[src/rtl/systolic_pkg.sv]
// Shared types for the systolic row sequencer: row tags and sequencer states.
package systolic_pkg;

  typedef enum logic [1:0] {
    ROW_W    = 2'b00,
    ROW_IN   = 2'b01,
    ROW_PS   = 2'b10,
    ROW_INPS = 2'b11
  } row_type_t;

  typedef enum logic [2:0] {
    IDLE   = 3'd0,
    ISSUE  = 3'd1,
    STALL  = 3'd2,
    WDRAIN = 3'd3,
    GAP    = 3'd4
  } seq_state_t;

endpackage

[src/rtl/systolic_row_hold_reg.sv]
// Single-entry capture register for one tagged row; 1-cycle load, no backpressure of its own.
// Clear has priority over load so a reset always drops the held row.
module systolic_row_hold_reg
  import systolic_pkg::*;
#(
  parameter int N     = 4,
  parameter int WIDTH = 16,
  localparam int RW   = $clog2(N)
) (
  input  logic               clk,
  input  logic               clr_i,
  input  logic               load_i,
  input  row_type_t          type_i,
  input  logic [RW-1:0]      row_i,
  input  logic [N*WIDTH-1:0] data_i,
  input  logic [N*WIDTH-1:0] partial_i,
  output row_type_t          type_o,
  output logic [RW-1:0]      row_o,
  output logic [N*WIDTH-1:0] data_o,
  output logic [N*WIDTH-1:0] partial_o
);

  row_type_t          type_q;
  logic [RW-1:0]      row_q;
  logic [N*WIDTH-1:0] data_q;
  logic [N*WIDTH-1:0] partial_q;

  always_ff @(posedge clk) begin
    if (clr_i) begin
      type_q    <= ROW_W;
      row_q     <= '0;
      data_q    <= '0;
      partial_q <= '0;
    end else if (load_i) begin
      type_q    <= type_i;
      row_q     <= row_i;
      data_q    <= data_i;
      partial_q <= partial_i;
    end
  end

  assign type_o    = type_q;
  assign row_o     = row_q;
  assign data_o    = data_q;
  assign partial_o = partial_q;

endmodule

[src/rtl/systolic_array_row_sequencer.sv]
// Feeds tagged rows into the systolic array: strobe one cycle after capture, in_ready back one cycle later.
// Holds the row (in_ready low) while the array FIFO is full, weights are still draining, or the gap runs.
module systolic_array_row_sequencer
  import systolic_pkg::*;
#(
  parameter int N     = 4,
  parameter int WIDTH = 16,
  parameter int GAP_W = 8,
  localparam int RW   = $clog2(N)
) (
  input  logic               clk,
  input  logic               nRST,
  input  logic               in_valid,
  output logic               in_ready,
  input  logic [1:0]         in_type,
  input  logic [RW-1:0]      in_row,
  input  logic [N*WIDTH-1:0] in_data,
  input  logic [N*WIDTH-1:0] in_partial,
  input  logic [GAP_W-1:0]   cfg_gap,
  input  logic               fifo_has_space,
  input  logic               drained,
  output logic               weight_en,
  output logic               input_en,
  output logic               partial_en,
  output logic [RW-1:0]      row_in_en,
  output logic [RW-1:0]      row_ps_en,
  output logic [N*WIDTH-1:0] array_in,
  output logic [N*WIDTH-1:0] array_in_partials,
  output logic               weights_valid,
  output logic               err_no_weights,
  output logic               busy
);

  seq_state_t         state_q, state_d;
  logic [N-1:0]       mask_q, mask_d;
  logic [GAP_W-1:0]   gap_q, gap_d;

  row_type_t          hold_type;
  logic [RW-1:0]      hold_row;
  logic [N*WIDTH-1:0] hold_data, hold_partial;

  logic               capture;
  row_type_t          cur_type;
  logic               wv;
  logic [N-1:0]       row_bit;

  logic [1:0]         src_type;
  logic [RW-1:0]      src_row;
  logic [N*WIDTH-1:0] src_data, src_partial;

  logic               weight_en_q, weight_en_d;
  logic               input_en_q, input_en_d;
  logic               partial_en_q, partial_en_d;
  logic [RW-1:0]      row_in_q, row_in_d;
  logic [RW-1:0]      row_ps_q, row_ps_d;
  logic [N*WIDTH-1:0] array_in_q, array_in_d;
  logic [N*WIDTH-1:0] array_ps_q, array_ps_d;
  logic               err_q, err_d;

  assign wv       = &mask_q;
  assign in_ready = (state_q == IDLE) && !nRST;
  assign capture  = in_valid && in_ready;
  assign cur_type = row_type_t'(in_type);
  assign row_bit  = {{(N-1){1'b0}}, 1'b1} << hold_row;

  systolic_row_hold_reg #(.N(N), .WIDTH(WIDTH)) u_hold (
    .clk       (clk),
    .clr_i     (nRST),
    .load_i    (capture),
    .type_i    (cur_type),
    .row_i     (in_row),
    .data_i    (in_data),
    .partial_i (in_partial),
    .type_o    (hold_type),
    .row_o     (hold_row),
    .data_o    (hold_data),
    .partial_o (hold_partial)
  );

  always_ff @(posedge clk) begin
    if (nRST) begin
      state_q <= IDLE;
      mask_q  <= '0;
      gap_q   <= '0;
    end else begin
      state_q <= state_d;
      mask_q  <= mask_d;
      gap_q   <= gap_d;
    end
  end

  always_comb begin
    state_d = state_q;
    mask_d  = mask_q;
    gap_d   = gap_q;
    case (state_q)
      IDLE: begin
        if (capture) begin
          if (cur_type == ROW_W) begin
            state_d = (wv && !drained) ? WDRAIN : ISSUE;
          end else if (!wv) begin
            state_d = IDLE;
          end else if (!fifo_has_space) begin
            state_d = STALL;
          end else begin
            state_d = ISSUE;
          end
        end
      end
      ISSUE: begin
        // A weight issued over a complete set starts a fresh set.
        if (hold_type == ROW_W) begin
          mask_d = wv ? row_bit : (mask_q | row_bit);
        end
        if (hold_type != ROW_W && cfg_gap != '0) begin
          state_d = GAP;
          gap_d   = cfg_gap;
        end else begin
          state_d = IDLE;
        end
      end
      STALL:  if (fifo_has_space) state_d = ISSUE;
      WDRAIN: if (drained) state_d = ISSUE;
      GAP: begin
        if (gap_q <= GAP_W'(1)) begin
          state_d = IDLE;
          gap_d   = '0;
        end else begin
          gap_d = gap_q - GAP_W'(1);
        end
      end
      default: state_d = IDLE;
    endcase
  end

  // Strobes are registered, so they are computed from the state being entered.
  always_comb begin
    src_type    = hold_type;
    src_row     = hold_row;
    src_data    = hold_data;
    src_partial = hold_partial;
    if (state_q == IDLE) begin
      src_type    = in_type;
      src_row     = in_row;
      src_data    = in_data;
      src_partial = in_partial;
    end
    weight_en_d  = 1'b0;
    input_en_d   = 1'b0;
    partial_en_d = 1'b0;
    row_in_d     = '0;
    row_ps_d     = '0;
    array_in_d   = '0;
    array_ps_d   = '0;
    if (state_d == ISSUE) begin
      if (src_type == ROW_W) begin
        weight_en_d = 1'b1;
        row_in_d    = src_row;
        array_in_d  = src_data;
      end
      if (src_type[0]) begin
        input_en_d = 1'b1;
        row_in_d   = src_row;
        array_in_d = src_data;
      end
      if (src_type[1]) begin
        partial_en_d = 1'b1;
        row_ps_d     = src_row;
        array_ps_d   = src_partial;
      end
    end
    err_d = capture && (cur_type != ROW_W) && !wv;
  end

  always_ff @(posedge clk) begin
    if (nRST) begin
      weight_en_q  <= 1'b0;
      input_en_q   <= 1'b0;
      partial_en_q <= 1'b0;
      row_in_q     <= '0;
      row_ps_q     <= '0;
      array_in_q   <= '0;
      array_ps_q   <= '0;
      err_q        <= 1'b0;
    end else begin
      weight_en_q  <= weight_en_d;
      input_en_q   <= input_en_d;
      partial_en_q <= partial_en_d;
      row_in_q     <= row_in_d;
      row_ps_q     <= row_ps_d;
      array_in_q   <= array_in_d;
      array_ps_q   <= array_ps_d;
      err_q        <= err_d;
    end
  end

  assign weight_en         = weight_en_q;
  assign input_en          = input_en_q;
  assign partial_en        = partial_en_q;
  assign row_in_en         = row_in_q;
  assign row_ps_en         = row_ps_q;
  assign array_in          = array_in_q;
  assign array_in_partials = array_ps_q;
  assign weights_valid     = wv;
  assign err_no_weights    = err_q;
  assign busy              = (state_q != IDLE);

endmodule

[config.mk]
export PLATFORM = sky130hd
export DESIGN_NAME = systolic_array_row_sequencer
export DESIGN_NICKNAME = d
export VERILOG_FILES = /design/src/rtl/systolic_pkg.sv /design/src/rtl/systolic_row_hold_reg.sv /design/src/rtl/systolic_array_row_sequencer.sv
export SDC_FILE = /design/constraint.sdc
export NUM_CORES = 1
export LEC_CHECK = 0
export ABC_AREA = 1
export CELL_PAD_IN_SITES_DETAIL_PLACEMENT = 1
export CELL_PAD_IN_SITES_GLOBAL_PLACEMENT = 2
export CORE_ASPECT_RATIO = 0.75
export CORE_MARGIN = 4
export CORE_UTILIZATION = 27
export CTS_BUF_LIST = sky130_fd_sc_hd__clkbuf_16
export CTS_CLUSTER_DIAMETER = 100
export CTS_CLUSTER_SIZE = 14
export DETAILED_ROUTE_END_ITERATION = 7
export PLACE_DENSITY = 0.85
export REMOVE_ABC_BUFFERS = 1
export SLEW_MARGIN = 20
export SYNTH_ARGS = -nofsm -noshare
export SYNTH_HDL_FRONTEND = slang
export SYNTH_SLANG_ARGS = --single-unit
[constraint.sdc]
create_clock -name clk -period 1.8 [get_ports clk]
set_input_delay 0.18 -clock clk [delete_from_list [all_inputs] [get_ports clk]]
set_output_delay 0.18 -clock clk [all_outputs]
set_load 0.05 [all_outputs]
# [After elaboration in Yosys (flattened, before gate mapping)]
# Cells that the tools add are included.
[word_totals] register_bits=283 input_bits=145 output_inout_bits=139 wordCells=75
[classes] addsub=1 magnitude_cmp=1 eq_ne=6 shifts=1 n_mux=25 n_bitwise=3 n_reduce_logical=23
[ops] op="$mux W64" count=4
[ops] op="$mux W2" count=8
[ops] op="$mux W8" count=2
[ops] op="$pmux W8 S2" count=1
[ops] op="$mux W3" count=5
[ops] op="$pmux W3 S5" count=1
[ops] op="$le A8 B1 Y1 const B" count=1
[ops] op="$reduce_bool A8 Y1" count=1
[ops] op="$sub A8 B1 Y8 const B" count=1
[ops] op="$eq A3 B1 Y1 const B" count=2
[ops] op="$eq A3 B2 Y1 const B" count=2
[ops] op="$logic_and A1 B1 Y1" count=6
[ops] op="$logic_not A2 Y1" count=3
[ops] op="$reduce_bool A2 Y1" count=3
[ops] op="$mux W4" count=1
[ops] op="$or A4 B4 Y4" count=1
[ops] op="$reduce_and A2 Y1" count=2
[ops] op="$reduce_and A4 Y1" count=1
[ops] op="$shl A1 B2 Y4 const A" count=1
[ops] op="$eq A3 B3 Y1 const B" count=1
[ops] op="$logic_not A1 Y1" count=3
[ops] op="$logic_not A3 Y1" count=1
[ops] op="$mux W1" count=3
[ops] op="$reduce_bool A3 Y1" count=1
[ops] op="other kinds (4)" count=5

# [Longest topological paths before layout]
[depth] depth_word=9 ltp_mapped=10 ltp_nobuf=9

# [Hierarchy]
# From an unflattened synthesis, not the netlist that was laid out.
[unflattened] hier_cells=1728 area_unflattened_um2=12224.2
[modules_own_cells] module="systolic_array_row_sequencer" n_inst=1 cells_per_inst=892 area_each_um2=6692.7
[modules_own_cells] module="systolic_row_hold_reg" n_inst=1 cells_per_inst=836 area_each_um2=5531.6

# [Worst setup path after synthesis]
# Ideal clock, no wire load.
[synth_path] path_kind="register to register" startpoint="register mask_q[0]" endpoint="register array_ps_q[54] (netlist: array_in_partials[54])" setup_ns=0.111 arrival_time_ns=1.954 required_time_ns=1.689 slack_ns=-0.265 stages_incl_launch_ff=10 period_less_slack_ns=2.065 cell_sequence="dfxtp_1 -> nand2_1 -> nor2_1 -> nand3_1 -> nor2_1 -> nor2_2 -> nand4_2 -> buf_2 -> buf_6 -> nor2_1"
[synth_between] elab_chain_cells=9
[synth_lines] element="start, declared" line="systolic_array_row_sequencer.sv:35" text="logic [N-1:0] mask_q, mask_d;"
[synth_lines] element="start signal, assigned" line="systolic_array_row_sequencer.sv:87" text="mask_q <= mask_d;"
[synth_lines] element="$reduce_and A4 Y1 *" line="systolic_array_row_sequencer.sv:60" text="assign wv = &mask_q;"
[synth_lines] element="net weights_valid" line="systolic_array_row_sequencer.sv:29" text="output logic weights_valid,"
[synth_lines] element="$logic_and A1 B1 Y1" line="systolic_array_row_sequencer.sv:100" text="state_d = (wv && !drained) ? WDRAIN : ISSUE;"
[synth_lines] element="$mux W2" line="systolic_array_row_sequencer.sv:100"
[synth_lines] element="$mux W2 *" line="systolic_array_row_sequencer.sv:99" text="if (cur_type == ROW_W) begin"
[synth_lines] element="$mux W3 *" line="systolic_array_row_sequencer.sv:98" text="if (capture) begin"
[synth_lines] element="$pmux W3 S5 *" line="systolic_array_row_sequencer.sv:96" text="case (state_q)"
[synth_lines] element="$eq A3 B1 Y1 *" line="systolic_array_row_sequencer.sv:155" text="if (state_d == ISSUE) begin"
[synth_lines] element="$not A1 Y1 (no source line) *"
[synth_lines] element="$reduce_or A3 Y1 (no source line) *"
[synth_lines] element="end signal, assigned" line="systolic_array_row_sequencer.sv:192" text="array_ps_q <= array_ps_d;"
[synth_lines] element="end, declared" line="systolic_array_row_sequencer.sv:57" text="logic [N*WIDTH-1:0] array_ps_q, array_ps_d;"
# The timed path passes the listed nets; every way through them passes the cells marked *.
# A chain may end at the register's enable or synchronous reset.

# [Worst setup path after layout]
[layout_path] startpoint="register state_q[0]" endpoint="output busy"
[layout_between] elab_chain_cells=1
[layout_lines] element="start, declared" line="systolic_array_row_sequencer.sv:34" text="seq_state_t state_q, state_d;"
[layout_lines] element="start signal, assigned" line="systolic_array_row_sequencer.sv:86" text="state_q <= state_d;"
[layout_lines] element="$reduce_bool A3 Y1" line="systolic_array_row_sequencer.sv:206" text="assign busy = (state_q != IDLE);"
[layout_lines] element="end, declared" line="systolic_array_row_sequencer.sv:31" text="output logic busy"
# Every way passes these cells.

==> impl_metrics.env <==
export IMPL_status="completed"
export IMPL_synth_edff_count=0
export IMPL_cts_root_buf="clkbuf_16"
export IMPL_cts_buffers=24
export IMPL_cap_violations=0
export IMPL_fp_row_count=63
export IMPL_fmax_ghz=0.5754
export IMPL_cp_max_fo=23
export IMPL_path_cells="nor2_4 > nand2_8 > buf_16 > buf_12"
export IMPL_slowest_delay_ns=0.34
export IMPL_drc=0
export IMPL_grt_pass1_wl_mm=57.33
export IMPL_drtIter0Drc=520
export IMPL_hold_violations=0
export IMPL_track_usage_pct=16.14
export IMPL_fp_dieH_um=182.5
export IMPL_synth_seq_area_share_pct=51.65
export IMPL_gr_total_overflow=0
export IMPL_final_util_pct=38.44
export IMPL_worstRegToRegCells=9
export IMPL_multi_input_area_um2=4404
export IMPL_clock_path_buffers=3
export IMPL_clkLatencyLatePin_ns=0.54
export IMPL_ys_types=32
export IMPL_cts_sinks=283
export IMPL_dp_cells=2148
export IMPL_place_hpwl_mm=24.67
export IMPL_drt_wl_total_mm=37.44
export IMPL_pwr_share_comb_pct=11.3
export IMPL_criticalPathCategory="flop to output pin"
export IMPL_cts_tree="done"
export IMPL_leakage_nw=7.192
export IMPL_vias=9998
export IMPL_grt_antenna_before_repair=6
export IMPL_start_util_pct=27.55
export IMPL_dieArea_um2=43940
export IMPL_slowest_stage="dfxtp_2"
export IMPL_critical_path_arrival_ns=1.56
export IMPL_end_kind="output pin"
export IMPL_fill_cells=4716
export IMPL_syn_to_final_growth_pct=39.53
export IMPL_tightest_slew_ns=0.5776
export IMPL_setup_viol=0
export IMPL_holdWs_ns=0.2084
export IMPL_clkTransAtPathRegs_ns=0.07
export IMPL_relSlewSlack_pct=61.65
export IMPL_skew_ns=0.01769
export IMPL_peakVddDrop_mv=0.6404
export IMPL_drive_gt1_share_pct=11.43
export IMPL_synthArstFlopShare_pct=0
export IMPL_final_nets=1809
export IMPL_final_cells=2185
export IMPL_coreArea_um2=39810
export IMPL_p_int_mw=9.647
export IMPL_switching_share_pct=25.24
export IMPL_p_switching_mw=3.256
export IMPL_port_buffers=283
export IMPL_pwr_share_clk_pct=37.3
export IMPL_ant_nets=0
export IMPL_crit_path_start_kind="flop"
export IMPL_via_per_inst=4.576
export IMPL_rsz0062_at_grt="yes"
export IMPL_layout_setup_ws_ns=0.06202
export IMPL_p_per_area_nw_per_um2=843.1
export IMPL_wire_per_inst_um=17.14
export IMPL_seq_area_um2=5669
export IMPL_worstPathRequired_ns=1.62
export IMPL_cts_max_level=1
export IMPL_period_needed_ns=1.738
export IMPL_hold_path_cell_count=3
export IMPL_syn_area_um2=10970
export IMPL_place_ws_ns=-0.1066
export IMPL_holdCritPathClass="input port to flop"
export IMPL_power_frac_seq_pct=51.4
export IMPL_avgSynthCellArea_um2=7.874
export IMPL_slew_violations=0
export IMPL_hold_buffers=0
export IMPL_synth_flop_cell="dfxtp_1"
export IMPL_final_setup_tns_ns=0
export IMPL_grt_pass1_vias=10360
export IMPL_ys_warn_count=0
export IMPL_finalWeightedCongestion=0.7767
export IMPL_die_w_um=240.7
export IMPL_io_pins=284
export IMPL_ys_seq_elements=283
export IMPL_period_share_pct=96.55
export IMPL_firstDrtPassIters=4
export IMPL_grt_max_degree=85
export IMPL_syn_inst=1393
==> layer usage <==
layer / track usage (%) / vias up / share of wire (%)
met5: 0 / - / 0.093
met4: 4.152 / 6 / 2.3
met3: 4.064 / 49 / 5.4
met2: 26.46 / 180 / 46
met1: 21.33 / 4817 / 46
li1: - / 4946 / -
==> critical path, delay by kind of cell (launching register included) <==
kind,cells,cell delay [ns]
simple gates,2,0.31
flops,1,0.34
buf+inv,2,0.36
==> cell usage after synthesis (all sizes together) (2+ instances only) <==
cell	instances	share of area (%)
a21oi	10	0.46
nor3	3	0.14
ha	2	0.23
nand3	153	7.1
o21bai	2	0.14
nand4	3	0.29
nor2	166	5.8
nand2	269	9.3
xor2	3	0.24
clkbuf	42	1.4
o21ai	193	8.9
inv	143	4.9
mux2	64	6.6
o31ai	2	0.14
buf	53	2.5
dfxtp	283	52
==> placed cells by master, fill, tap and decap left out, types with 10 or more instances in the layout <==
cell type,Yosys,routed
nand3_1,151,151
buf_4,1,43
clkbuf_16,0,27
a21oi_1,10,10
clkdlybuf4s50_1,0,144
buf_12,0,18
mux2_2,64,64
dfxtp_1,283,280
o21ai_0,177,176
o21ai_1,14,15
dlygate4sd2_1,0,127
inv_1,139,138
nor2_1,163,152
nand2_1,267,265
nor2_2,1,12
==> state kept, by name, summed over array words and instances, names as in the netlist, 3 cells and up <==
| name | cells |
|---|---|
| array_in | 64 |
| array_in_partials | 64 |
| gap_q | 8 |
| mask_q | 4 |
| state_q | 3 |
| u_hold.data_o | 64 |
| u_hold.partial_o | 64 |
==> layout make-up <==
class / instances / area share (%)
Antenna cell: 3 / 0.04906
Clock buffer: 25 / 4.088
Clock inverter: 1 / 0.1063
Inverter: 143 / 3.557
Multi-Input combinational cell: 872 / 28.78
Sequential cell: 283 / 37.05
Tap cell: 520 / 4.251
Timing Repair Buffer: 338 / 22.12
==> what timing repair did <==
item                                    4_1_cts  5_1_grt
pin swaps                                     2        2
cloned                                        1        2
hold endpoints to repair                      0        0
endpoints found under the setup margin      136       92
resized for setup                           137       16
setup buffers                                 3        3
==> through the flow <==
step	area, um2	power, mW
6_report	15300	12.90
5_1_grt	15300	13.52
4_1_cts	15180	13.11
3_5_place_dp	14620	8.235
3_3_place_gp	14620	8.188
2_1_floorplan	10530	7.456
==> kinds of logic after synthesis <==
group,after synthesis,share of synthesized area (%)
buffers and inverters,238,8.864
DFF,283,51.65
xor gates and xnor gates,4,0.3195
adders and majority gates,2,0.2281
AOI/OAI and AO/OA,207,9.605
and+or+nand+nor,595,22.76
muxes,64,6.571
==> final timing paths <==
path | startpoint | to | slack [ns]
max reg2reg | state_q[0]$_SDFF_PP0_ | u_hold.data_o[54]$_SDFFE_PP0N_ | 0.11
max | state_q[0]$_SDFF_PP0_ | busy | 0.06
min reg2reg | u_hold.partial_o[31]$_SDFFE_PP0N_ | u_hold.partial_o[31]$_SDFFE_PP0N_ | 0.46
min | in_data[1] | u_hold.data_o[1]$_SDFFE_PP0N_ | 0.21
==> power by group through the flow <==
| stage | sequential (mW) | clock, mW | combinational [mW] |
|---|---|---|---|
| floorplan | 6.83 | 0 | 0.630 |
| global placement | 6.76 | 0 | 1.43 |
| detailed placement | 6.78 | 0 | 1.46 |
| CTS | 6.63 | 5.02 | 1.46 |
| global route | 6.66 | 5.25 | 1.62 |
| finish | 6.63 | 4.82 | 1.45 |
Power figures use the tool's default switching activity.
